--- src/rtl/pipe_pkg.sv ---
// Shared encodings for the pipeline hazard controller.
package pipe_pkg;

   localparam int unsigned FWD_W  = 2;
   localparam int unsigned SCNT_W = 2;

   // Operand source select driven onto a_depen / b_depen
   typedef enum logic [FWD_W-1:0] {
      FWD_RF    = 2'd0,
      FWD_EXA   = 2'd1,
      FWD_MEMA  = 2'd2,
      FWD_MEMLD = 2'd3
   } fwd_sel_e;

   // Load-use stall FSM states
   typedef enum logic {
      ST_IDLE    = 1'b0,
      ST_LDSTALL = 1'b1
   } hz_state_e;

endpackage

--- src/rtl/pipe_fwd_sel.sv ---
// Per-operand forwarding decode and load-use detection for one ID source.
module pipe_fwd_sel
   import pipe_pkg::*;
#(
   parameter int unsigned RW = 5
) (
   input  logic [RW-1:0] src,
   input  logic          use_src,
   input  logic [RW-1:0] ern,
   input  logic          ewreg,
   input  logic          em2reg,
   input  logic [RW-1:0] mrn,
   input  logic          mwreg,
   input  logic          mm2reg,
   output fwd_sel_e      depen_c,
   output logic          luh_c
);

   logic live;
   logic ex_hit;
   logic mem_hit;

   // A source only participates when it is read and is not the zero register
   assign live    = use_src && (src != '0);
   assign ex_hit  = live && (src == ern) && ewreg;
   assign mem_hit = live && (src == mrn) && mwreg;

   // EX ALU results win over anything in MEM; an EX load cannot be forwarded
   always_comb begin
      depen_c = FWD_RF;
      if (ex_hit && !em2reg) begin
         depen_c = FWD_EXA;
      end else if (mem_hit) begin
         depen_c = mm2reg ? FWD_MEMLD : FWD_MEMA;
      end
   end

   assign luh_c = ex_hit && em2reg;

endmodule

--- src/rtl/pipe_hazard_ctrl.sv ---
// Pipeline hazard control: forwarding selects, load-use stall FSM,
// IF flush on redirect and a saturating stall counter.
module pipe_hazard_ctrl
   import pipe_pkg::*;
#(
   parameter int unsigned NREG     = 32,
   parameter int unsigned RW       = $clog2(NREG),
   parameter int unsigned LOAD_LAT = 1,
   parameter int unsigned CNT_W    = 32
) (
   input  logic             clk,
   input  logic             clrn,
   input  logic [RW-1:0]    rs,
   input  logic [RW-1:0]    rt,
   input  logic             use_rs,
   input  logic             use_rt,
   input  logic [RW-1:0]    ern,
   input  logic             ewreg,
   input  logic             em2reg,
   input  logic [RW-1:0]    mrn,
   input  logic             mwreg,
   input  logic             mm2reg,
   input  logic [1:0]       pcsource,
   output logic             stall,
   output logic             bubble,
   output logic             flush_if,
   output logic [1:0]       a_depen,
   output logic [1:0]       b_depen,
   output logic [CNT_W-1:0] stall_cnt
);

   // Remaining LDSTALL cycles after the first stall cycle spent in IDLE
   localparam logic [SCNT_W-1:0] SCNT_INIT =
      (LOAD_LAT > 1) ? SCNT_W'(LOAD_LAT - 2) : '0;

   hz_state_e         state, state_nxt;
   logic [SCNT_W-1:0] scnt, scnt_nxt;
   fwd_sel_e          a_sel, b_sel;
   logic              luh_a, luh_b, luh;

   pipe_fwd_sel #(.RW(RW)) u_fwd_a (
      .src     (rs),
      .use_src (use_rs),
      .ern     (ern),
      .ewreg   (ewreg),
      .em2reg  (em2reg),
      .mrn     (mrn),
      .mwreg   (mwreg),
      .mm2reg  (mm2reg),
      .depen_c (a_sel),
      .luh_c   (luh_a)
   );

   pipe_fwd_sel #(.RW(RW)) u_fwd_b (
      .src     (rt),
      .use_src (use_rt),
      .ern     (ern),
      .ewreg   (ewreg),
      .em2reg  (em2reg),
      .mrn     (mrn),
      .mwreg   (mwreg),
      .mm2reg  (mm2reg),
      .depen_c (b_sel),
      .luh_c   (luh_b)
   );

   assign luh     = luh_a || luh_b;
   assign a_depen = a_sel;
   assign b_depen = b_sel;

   // State, down-counter and saturating stall counter
   always_ff @(posedge clk) begin
      if (clrn) begin
         state     <= ST_IDLE;
         scnt      <= '0;
         stall_cnt <= '0;
      end else begin
         state <= state_nxt;
         scnt  <= scnt_nxt;
         if (stall && (stall_cnt != '1)) begin
            stall_cnt <= stall_cnt + CNT_W'(1);
         end
      end
   end

   // Next state and stall/bubble; reset masks every control output
   always_comb begin
      state_nxt = state;
      scnt_nxt  = scnt;
      stall     = 1'b0;
      bubble    = 1'b0;
      if (!clrn) begin
         case (state)
            ST_IDLE: begin
               if (luh) begin
                  stall  = 1'b1;
                  bubble = 1'b1;
                  if (LOAD_LAT > 1) begin
                     state_nxt = ST_LDSTALL;
                     scnt_nxt  = SCNT_INIT;
                  end
               end
            end
            ST_LDSTALL: begin
               stall  = 1'b1;
               bubble = 1'b1;
               if (scnt == '0) begin
                  state_nxt = ST_IDLE;
               end else begin
                  scnt_nxt = scnt - SCNT_W'(1);
               end
            end
            default: begin
               state_nxt = ST_IDLE;
               scnt_nxt  = '0;
            end
         endcase
      end
   end

   // A redirect is held off while stalled and taken once the stall clears
   assign flush_if = (pcsource != 2'd0) && !stall && !clrn;

endmodule

--- config.mk ---
export PLATFORM = sky130hd
export DESIGN_NAME = pipe_hazard_ctrl
export DESIGN_NICKNAME = d
export VERILOG_FILES = /design/src/rtl/pipe_pkg.sv /design/src/rtl/pipe_fwd_sel.sv /design/src/rtl/pipe_hazard_ctrl.sv
export SDC_FILE = /design/constraint.sdc
export NUM_CORES = 1
export LEC_CHECK = 0
export ABC_AREA = 0
export BUFFER_PORTS_ARGS = -buffer_cell sky130_fd_sc_hd__clkbuf_2
export CAP_MARGIN = 30
export CORE_MARGIN = 2
export CORE_UTILIZATION = 54
export DETAILED_ROUTE_END_ITERATION = 7
export GPL_ROUTABILITY_DRIVEN = 0
export MAX_ROUTING_LAYER = met4
export PLACE_DENSITY = 0.93
export SYNTH_ARGS = -nofsm -noshare
export SYNTH_HDL_FRONTEND = slang
export SYNTH_SLANG_ARGS = --single-unit
--- constraint.sdc ---
create_clock -name clk -period 6.4 [get_ports clk]
set_input_delay 1.28 -clock clk [delete_from_list [all_inputs] [get_ports clk]]
set_output_delay 1.28 -clock clk [all_outputs]
set_load 0.01 [all_outputs]
==> results of run 1 <==
worst register-to-register path, delay by kind of cell (launching register included):
| kind | cells | cell delay [ps] |
|---|---|---|
| simple gates | 5 | 1360 |
| flops | 1 | 460 |
| compound gates | 2 | 400 |
area by class of cell:
type | count | share of cell area
multi-input combinational | 197 | 0.509
sequential | 35 | 0.280
timing repair buffer | 68 | 0.136
clock buffer | 7 | 0.0386
tap | 48 | 0.0240
inverter | 6 | 0.00901
clock inverter | 1 | 0.00300
flip-flops by register name (all words and copies together), names as in the netlist:
name / flops
scnt: 2
state: 1
stall_cnt: 32
placed cells by master (no fill, tap or decap), drive strengths merged, types with 9 or more instances in the layout:
cell type  netlist  routed
or3             10      10
o31ai            9       9
xnor2           12      12
xor2            19      19
nand3           12      12
clkbuf           6      75
or4             10      10
a21oi           19      19
nor2            25      25
dfxtp           35      35
o21ai           14      14
nand2           17      17
cell families after synthesis:
logic type / share of synthesized area
buffers and inverters: 0.0355
AO/OA/AOI/OAI: 0.195
XOR/XNOR: 0.133
flip-flops: 0.343
adder cells (fa/ha/maj): 0.0122
AND/OR/NAND/NOR: 0.277
multiplexers: 0.00490
worst paths after layout:
path                      start             to  slack [ps]  cells past startpoint
setup reg to reg  stall_cnt[11]  stall_cnt[31]        4110                      7
setup / recovery          rt[4]          stall        2130                      8
hold reg to reg   stall_cnt[22]  stall_cnt[22]         500                      2
hold / removal    stall_cnt[22]  stall_cnt[22]         500                      2
routing by layer:
| metal | up-vias | global-route usage | share of wire |
|---|---|---|---|
| met3 | 8 | 0.0565 | 0.047 |
| met2 | 56 | 0.425 | 0.49 |
| met1 | 946 | 0.289 | 0.44 |
| met5 | - | - | 0 |
| met4 | 0 | 0.115 | 0.018 |
| li1 | 1049 | - | - |
per-stage QoR:
| step | setup WS, ps | cells | total power, mW | cell area, um2 |
|---|---|---|---|---|
| after global placement | 2230 | 354 | 0.256 | 2390 |
| after global routing | 1930 | 362 | 0.448 | 2500 |
| after CTS | 2140 | 362 | 0.433 | 2500 |
| after detailed placement | 2150 | 354 | 0.257 | 2390 |
| final | 2130 | 362 | 0.431 | 2500 |
| after floorplan | 2530 | 248 | 0.240 | 2040 |
power groups by stage:
| stage | sequential (mW) | clock, mW | combinational (mW) |
|---|---|---|---|
| 6_report | 0.218 | 0.179 | 0.0344 |
| 5_1_grt | 0.218 | 0.193 | 0.0380 |
| 4_1_cts | 0.218 | 0.181 | 0.0342 |
| 3_5_place_dp | 0.223 | 0 | 0.0340 |
| 3_3_place_gp | 0.223 | 0 | 0.0336 |
| 2_1_floorplan | 0.223 | 0 | 0.0173 |
==> flow_metrics.py, run 1 <==
metrics = {
    "outcome": {
        "status": "finished, final reports clean",
    },
    "logic_synthesis": {
        "synth_area_mm2": 0.00204,
        "syn-num-nets": 280,
        "ys_warn_count": 0,
        "synth_cell_types": 41,
        "synth_ff_type": "dfxtp_1",
        "yosys_register_bits": 35,
        "synth.avg_cell_area_um2": 8.24,
        "yosys.area.top_type": "dfxtp_1",
        "yosys-top-cells-area": "dfxtp_1 34%, xor2_1 8.1%, xnor2_1 5.1%",
        "synth_edf_count": 0,
        "ys_seq_area_frac": 0.343,
        "synth_top_area_frac": 0.343,
        "synth_most_common_cell": "dfxtp_1",
        "netlist_instances": 248,
        "ys_async_sr_fraction": 0,
        "synth_commonest_cells": "35 x dfxtp_1, 24 x nor2_1, 19 x a21oi_1, 19 x xor2_1, 16 x nand2_1",
    },
    "clock_tree": {
        "clk_pin_slew_ps": 70,
        "clkLatencyLatePin_ps": 290,
        "cts_made_buffers": 5,
        "htree_num_levels": 2,
        "cts_root_buf": "clkbuf_8",
        "cts_hold_buffers": 0,
        "postCtsResizedCells": 0,
        "cts_buffer_depth": 2,
        "clkSinkCount": 35,
        "cts_tree": "yes",
        "postCtsSetupRepairBufs": 0,
    },
    "global_routing": {
        "grt_pass1_wl_um": 8310,
        "antenna_found_initial": 0,
        "grt_overflow": 0,
        "grt_max_degree": 39,
        "grtUsageTotal": 0.253,
        "first_global_vias": 1958,
    },
    "sta": {
        "fmax_mhz": 234,
        "period_needed_ps": 4270,
        "period_share": 0.668,
        "whs_ps": 504,
        "tightest_slew_ps": 731,
        "setup-tns-final_ps": 0,
        "rsz0062_at_grt": "false",
        "relSlewSlack": 0.513,
        "drv_slew": 0,
        "setup_violations": 0,
        "skew_ps": 8.07,
        "hold_viol_final": 0,
    },
    "detailed_routing": {
        "vias": 2059,
        "drc": 0,
        "dr.first_iter.drc_count": 147,
        "routedWlPerCell_um": 13.4,
        "routed_wl_um": 4870,
        "first_pass_iters": 4,
        "viasPerCell": 5.69,
        "ant_nets": 0,
    },
    "power_and_ir_drop": {
        "power_frac_seq": 0.505,
        "clkPwrFrac": 0.415,
        "p_sw_frac": 0.231,
        "p_int_mw": 0.331,
        "p_leak_nw": 0.970,
        "p_sw_mw": 0.0997,
        "ir_drop_v": 0.0000976,
        "combPwrFrac": 0.080,
        "p_per_area_mw_per_mm2": 173,
    },
    "setup_path": {
        "critical_path.top_delay_family": "simple AND/OR/NAND/NOR gates",
        "start_kind": "input port",
        "path_cells": "clkbuf_2 > xor2_1 > nor4_1 > nand4_1 > a21boi_4 > nor2_1 > nor2_1 > clkbuf_2",
        "slowest_stage": "a21boi_4",
        "crit_path_max_incr_delay_ps": 450,
        "end_kind": "output port",
        "worst-path-buf-inv": 2,
        "worstSetupPathType": "input port to output port",
        "cp.arrival_ps": 2990,
        "required_ps": 5120,
        "worst-path-max-fanout": 15,
    },
    "die": {
        "initial_core_util": 0.558,
        "io_pins": 69,
        "dieArea_mm2": 0.00429,
        "rows": 22,
        "die_w_um": 65.5,
        "core_region_area_mm2": 0.00366,
        "die_y_um": 65.5,
    },
    "finish": {
        "post-route-util": 0.683,
        "n_antenna_cell": 0,
        "drive_gt1_frac": 0.274,
        "fill_cells": 301,
        "seq_area_um2": 701,
        "multi_input_area_mm2": 0.00127,
        "num-nets-final": 345,
        "area_growth_syn_to_layout_pct": 22.2,
    },
    "place": {
        "hpwl_um": 3640,
        "io_buffers": 68,
    },
    "run": {
        "maxCapViolations": 0,
    },
    "worst_hold_path": {
        "min_path_type": "register to register",
    },
}
Power figures use the tool's default switching activity.
==> run 2: changes to the inputs <==
- ABC_AREA: 0 -> 1
- CORE_UTILIZATION: 54 -> 48
- PLACE_DENSITY: 0.93 -> 0.85
- clock period: 6.4 -> 3.5 ns (I/O delays scaled with it)
==> flow_metrics.py, run 2 <==
metrics = {
    "place": {
        "hpwl_um": 4940,
        "dpl-instance-area_mm2": 0.00293,
        "io_buffers": 68,
    },
    "finish": {
        "largest_reg_flops": 32,
        "final_common_cell": "nand2_1",
        "layout_common_cells": "135 x nand2_1, 78 x inv_1, 72 x nor2_1",
        "top_register": "stall_cnt",
        "n_antenna_cell": 0,
        "area_growth_syn_to_layout_pct": 18.1,
        "drive_gt1_frac": 0.185,
        "final_area_mm2": 0.00301,
        "reg.largest.list": "stall_cnt (32), scnt (2), state (1)",
        "num-nets-final": 549,
    },
    "sta": {
        "setup_violations": 0,
        "rsz0062_at_grt": "false",
        "setup-tns-final_ps": 0,
        "period_needed_ps": 2470,
        "tightest_slew_ps": 493,
        "relSlewSlack": 0.672,
        "fmax_mhz": 405,
        "drv_slew": 0,
        "skew_ps": 7.33,
        "hold_viol_final": 0,
        "period_share": 0.705,
    },
    "setup_path": {
        "worst-r2r-cell-count": 12,
        "worst-path-buf-inv": 4,
        "slowest_stage": "nor2_1",
        "critical_path.top_delay_family": "simple AND/OR/NAND/NOR gates",
        "crit_path_max_incr_delay_ps": 160,
        "worstSetupPathType": "input port to output port",
        "end_kind": "output port",
        "r2r_setup_slack_ps": 1680,
        "path_cells": "clkbuf_2 > inv_1 > a21oi_1 > nand2_1 > nor2_1 > nand4_1 > nand3_2 > nand2_1 > inv_1 > clkbuf_2",
        "worst-path-max-fanout": 3,
        "cp.arrival_ps": 1770,
        "timing.rr.start": "stall_cnt[0]",
        "start_kind": "input port",
        "worst_r2r_endpoint": "stall_cnt[11]",
        "required_ps": 2800,
    },
    "die": {
        "core_region_area_mm2": 0.00511,
        "initial_core_util": 0.499,
        "dieArea_mm2": 0.00591,
        "die_y_um": 76.9,
        "io_pins": 69,
        "die_w_um": 76.9,
        "rows": 26,
    },
    "detailed_routing": {
        "routed_wl_um": 6310,
        "wl_met3_um": 342,
        "routed-wl-met2_um": 3160,
        "m1WireLength_um": 2640,
        "drc": 0,
        "viasPerCell": 5.03,
        "routedWlPerCell_um": 10.7,
        "vias": 2955,
        "dr.first_iter.drc_count": 147,
        "first_pass_iters": 4,
        "ant_nets": 0,
        "highest_layer": "met4",
    },
    "power_and_ir_drop": {
        "clkPwrFrac": 0.383,
        "p_sw_mw": 0.202,
        "p_leak_nw": 1.60,
        "p_sw_frac": 0.263,
        "p_int_mw": 0.568,
        "combPwrFrac": 0.100,
        "p_per_area_mw_per_mm2": 256,
        "power_frac_seq": 0.517,
        "ir_drop_v": 0.000163,
    },
    "global_routing": {
        "grt_pass1_wl_um": 11000,
        "grt_max_degree": 54,
        "first_global_vias": 2739,
        "antenna_found_initial": 0,
        "grtUsageTotal": 0.231,
        "grt_overflow": 0,
    },
    "clock_tree": {
        "clkLatencyLatePin_ps": 300,
        "cts_tree": "yes",
        "htree_num_levels": 2,
        "cts_root_buf": "clkbuf_8",
        "cts_hold_buffers": 0,
        "postCtsSetupRepairBufs": 0,
        "postCtsResizedCells": 0,
        "clkSinkCount": 35,
        "cts_made_buffers": 5,
        "cts_buffer_depth": 2,
        "clk_pin_slew_ps": 70,
    },
    "logic_synthesis": {
        "netlist_instances": 451,
        "synth_most_common_cell": "nand2_1",
        "synth_ff_type": "dfxtp_1",
        "ys_warn_count": 0,
        "synth_edf_count": 0,
        "yosys-top-cells-area": "dfxtp_1 27%, nand2_1 20%, inv_1 11%",
        "yosys_register_bits": 35,
        "ys_async_sr_fraction": 0,
        "yosys.area.top_type": "dfxtp_1",
        "synth_commonest_cells": "135 x nand2_1, 78 x inv_1, 72 x nor2_1",
        "ys_seq_area_frac": 0.275,
        "synth_area_mm2": 0.00255,
        "syn-num-nets": 483,
        "synth_top_area_frac": 0.275,
        "synth.avg_cell_area_um2": 5.65,
        "synth_cell_types": 26,
    },
    "worst_hold_path": {
        "min_path_type": "register to register",
        "min_path_cells": 2,
        "min_to": "scnt[0]",
        "worstHoldStart": "scnt[0]",
    },
    "run": {
        "maxCapViolations": 0,
    },
    "outcome": {
        "status": "finished, final reports clean",
    },
}
[run 2: changes by cell type in the layout (fill, tap and decap cells not counted), sizes merged, moves of 7 or more]
cell | previous run | this run
nor2 | 25 | 79
xor2 | 19 | 1
nand3 | 12 | 50
inv | 6 | 80
xnor2 | 12 | 5
nand2 | 17 | 139
or3 | 10 | 0
o31ai | 9 | 0
nand4 | 7 | 15
or4 | 10 | 0
o21ai | 14 | 5
[run 2: cell type report]
cell class                 count  area, um2
tap                           70       87.6
fill                         531       2100
sequential                    35        701
inverter                      80        300
timing repair buffer          70        355
clock buffer                   6       72.6
clock inverter                 2       12.5
multi-input combinational    325       1480
[run 2: worst max-delay path by stage]
stage           from  cells after the start            to
6_report       rs[3]                     10        bubble
5_1_grt        rt[4]                      7    b_depen[0]
4_1_cts        rs[3]                     10         stall
3_5_place_dp   rs[3]                     12  stall_cnt[0]
3_3_place_gp   rt[2]                      8    b_depen[0]
2_1_floorplan  rs[3]                     10         stall
[run 2: cells by family after synthesis]
family | count (synthesis) | synth area share
AOI/OAI and AO/OA | 21 | 0.0412
adders and majority gates | 2 | 0.00981
DFF | 35 | 0.275
buffers and inverters | 91 | 0.144
and+or+nand+nor | 296 | 0.509
xor gates and xnor gates | 6 | 0.0206
[run 2: metal layers]
layer	vias up	global-route usage
li1	1531	-
met1	1311	0.246
met2	96	0.408
met3	17	0.0494
met4	0	0.109
met5	-	-
[run 2: per-stage QoR]
stage | utilization | std cells | hold slack (ps) | power [mW] | setup slack [ps]
final | 0.589 | 588 | 487 | 0.770 | 1030
after global routing | 0.589 | 588 | 530 | 0.803 | 847
after CTS | 0.589 | 588 | 490 | 0.780 | 1050
after detailed placement | 0.573 | 580 | 477 | 0.484 | 1020
after global placement | 0.573 | 580 | 468 | 0.481 | 1110
after floorplan | - | 451 | 450 | 0.450 | 1060
[run 2: power by group through the flow]
| stage | clock, mW | sequential, mW | combinational, mW |
|---|---|---|---|
| final | 0.295 | 0.398 | 0.0769 |
| after global routing | 0.319 | 0.398 | 0.0867 |
| after CTS | 0.305 | 0.398 | 0.0765 |
| after detailed placement | 0 | 0.407 | 0.0762 |
| after global placement | 0 | 0.407 | 0.0737 |
| after floorplan | 0 | 0.407 | 0.0427 |
[run 2: worst register-to-register path: stages (launching register included)]
cell	delay [ps]
dfxtp_1	380
ha_1	180
nand2_1	70
nor2_1	120
nand2_2	110
nor2_4	170
nand3_4	210
nand2_1	170
inv_1	70
nand2_1	60
nand2_1	60
nand2_1	60
nor2_1	40
==> run 3: changes to the inputs <==
- CORE_UTILIZATION: 48 -> 53
- PLACE_DENSITY: 0.85 -> 0.88
- clock period: 3.5 -> 2.37 ns (I/O delays scaled with it)
==> flow_metrics.py, run 3 (same netlist as run 2, synthesis figures left out) <==
metrics = {
    "setup_path": {
        "cp.arrival_ps": 1510,
        "worst_r2r_endpoint": "stall_cnt[16]",
        "slowest_stage": "nand3_2",
        "end_kind": "output port",
        "r2r_setup_slack_ps": 550,
        "path_cells": "clkbuf_2 > inv_1 > a21oi_1 > nand2_1 > nor2_1 > nand4_1 > nand3_2 > nand2_1 > inv_1 > clkbuf_2",
        "required_ps": 1900,
        "worst-path-max-fanout": 5,
        "timing.rr.start": "stall_cnt[1]",
        "critical_path.top_delay_family": "simple AND/OR/NAND/NOR gates",
        "worst-path-buf-inv": 4,
        "crit_path_max_incr_delay_ps": 170,
        "start_kind": "input port",
        "worstSetupPathType": "input port to output port",
        "worst-r2r-cell-count": 12,
    },
    "finish": {
        "top_register": "stall_cnt",
        "largest_reg_flops": 32,
        "layout_common_cells": "135 x nand2_1, 78 x inv_1, 72 x nor2_1",
        "reg.largest.list": "stall_cnt (32), scnt (2), state (1)",
        "area_growth_syn_to_layout_pct": 18.5,
        "num-nets-final": 553,
        "n_antenna_cell": 0,
        "drive_gt1_frac": 0.192,
        "final_common_cell": "nand2_1",
        "finalNonFillerCells": 575,
    },
    "sta": {
        "period_share": 0.836,
        "fmax_mhz": 505,
        "relSlewSlack": 0.733,
        "hold_viol_final": 0,
        "skew_ps": 5.49,
        "rsz0062_at_grt": "false",
        "period_needed_ps": 1980,
        "drv_slew": 0,
        "tightest_slew_ps": 397,
        "whs_ps": 482,
        "setup-tns-final_ps": 0,
        "setup_violations": 0,
    },
    "clock_tree": {
        "cts_tree": "yes",
        "cts_hold_buffers": 0,
        "postCtsSetupRepairBufs": 0,
        "postCtsResizedCells": 0,
        "cts_buffer_depth": 2,
        "clkLatencyLatePin_ps": 300,
        "cts_made_buffers": 5,
        "htree_num_levels": 2,
        "clkSinkCount": 35,
        "clk_pin_slew_ps": 70,
        "cts_root_buf": "clkbuf_8",
    },
    "global_routing": {
        "grt_max_degree": 24,
        "grt_overflow": 0,
        "grt_pass1_wl_um": 10400,
        "first_global_vias": 2577,
        "antenna_found_initial": 0,
        "grtUsageTotal": 0.250,
    },
    "outcome": {
        "status": "finished, final reports clean",
    },
    "detailed_routing": {
        "dr.first_iter.drc_count": 144,
        "routed_wl_um": 6280,
        "viasPerCell": 5.15,
        "vias": 2962,
        "first_pass_iters": 4,
        "ant_nets": 0,
        "routedWlPerCell_um": 10.9,
        "drc": 0,
    },
    "worst_hold_path": {
        "worstHoldStart": "scnt[0]",
        "min_path_cells": 2,
        "min_to": "scnt[0]",
        "min_path_type": "register to register",
    },
    "place": {
        "hpwl_um": 4940,
        "io_buffers": 68,
        "numPlacedInstances": 568,
    },
    "die": {
        "rows": 25,
        "core_region_area_mm2": 0.00469,
        "io_pins": 69,
        "die_y_um": 73.4,
        "die_w_um": 73.4,
        "dieArea_mm2": 0.00538,
        "initial_core_util": 0.543,
    },
    "power_and_ir_drop": {
        "power_mw": 1.15,
        "p_per_area_mw_per_mm2": 381,
        "ir_drop_v": 0.000172,
        "p_leak_nw": 1.63,
    },
    "run": {
        "maxCapViolations": 0,
    },
}
## run 3: area by class of cell
type                       instances  area, um2
inverter                          80        300
timing repair buffer              74        385
tap                               54       67.6
fill                             445       1670
clock inverter                     1       5.00
multi-input combinational        325       1480
clock buffer                       6       82.6
sequential                        35        701
## run 3: metrics by stage
| stage | util | area, um2 | setup slack [ps] |
|---|---|---|---|
| after floorplan | - | 2550 | 385 |
| after global placement | 0.626 | 2940 | 418 |
| after detailed placement | 0.626 | 2940 | 379 |
| after CTS | 0.644 | 3020 | 382 |
| after global routing | 0.644 | 3020 | 244 |
| final | 0.644 | 3020 | 389 |
## run 3: worst max path at each step
stage	slack [ps]	end	depth (start not counted)	from
2_1_floorplan	380	stall	10	rs[3]
3_3_place_gp	420	bubble	10	ern[1]
3_5_place_dp	380	bubble	10	rs[3]
4_1_cts	380	bubble	10	rs[3]
5_1_grt	240	b_depen[0]	7	rt[4]
6_report	390	bubble	10	rs[3]
## run 3: layer usage
layer | wire length [um] | GRT usage | share of wire | up-vias
li1 | - | - | - | 1526
met1 | 2700 | 0.272 | 0.43 | 1344
met2 | 3140 | 0.433 | 0.50 | 74
met3 | 272 | 0.0535 | 0.043 | 18
met4 | 154 | 0.117 | 0.025 | 0
met5 | 0 | - | 0 | -
## run 3: worst register-to-register path: cells and delay by family, from the launching register on
| family | cells | cell delay, ps |
|---|---|---|
| adder cells (fa/ha/maj) | 1 | 180 |
| buffers and inverters | 1 | 60 |
| flip-flops | 1 | 380 |
| AND/OR/NAND/NOR | 10 | 1090 |
## run 3: report_power, final
part	internal, mW	switching [mW]	total, mW	leakage [nW]
combinational	0.0483	0.0672	0.116	1.30
clock	0.228	0.219	0.447	0.0470
sequential	0.588	0.000120	0.588	0.282
total	0.864	0.287	1.15	1.63
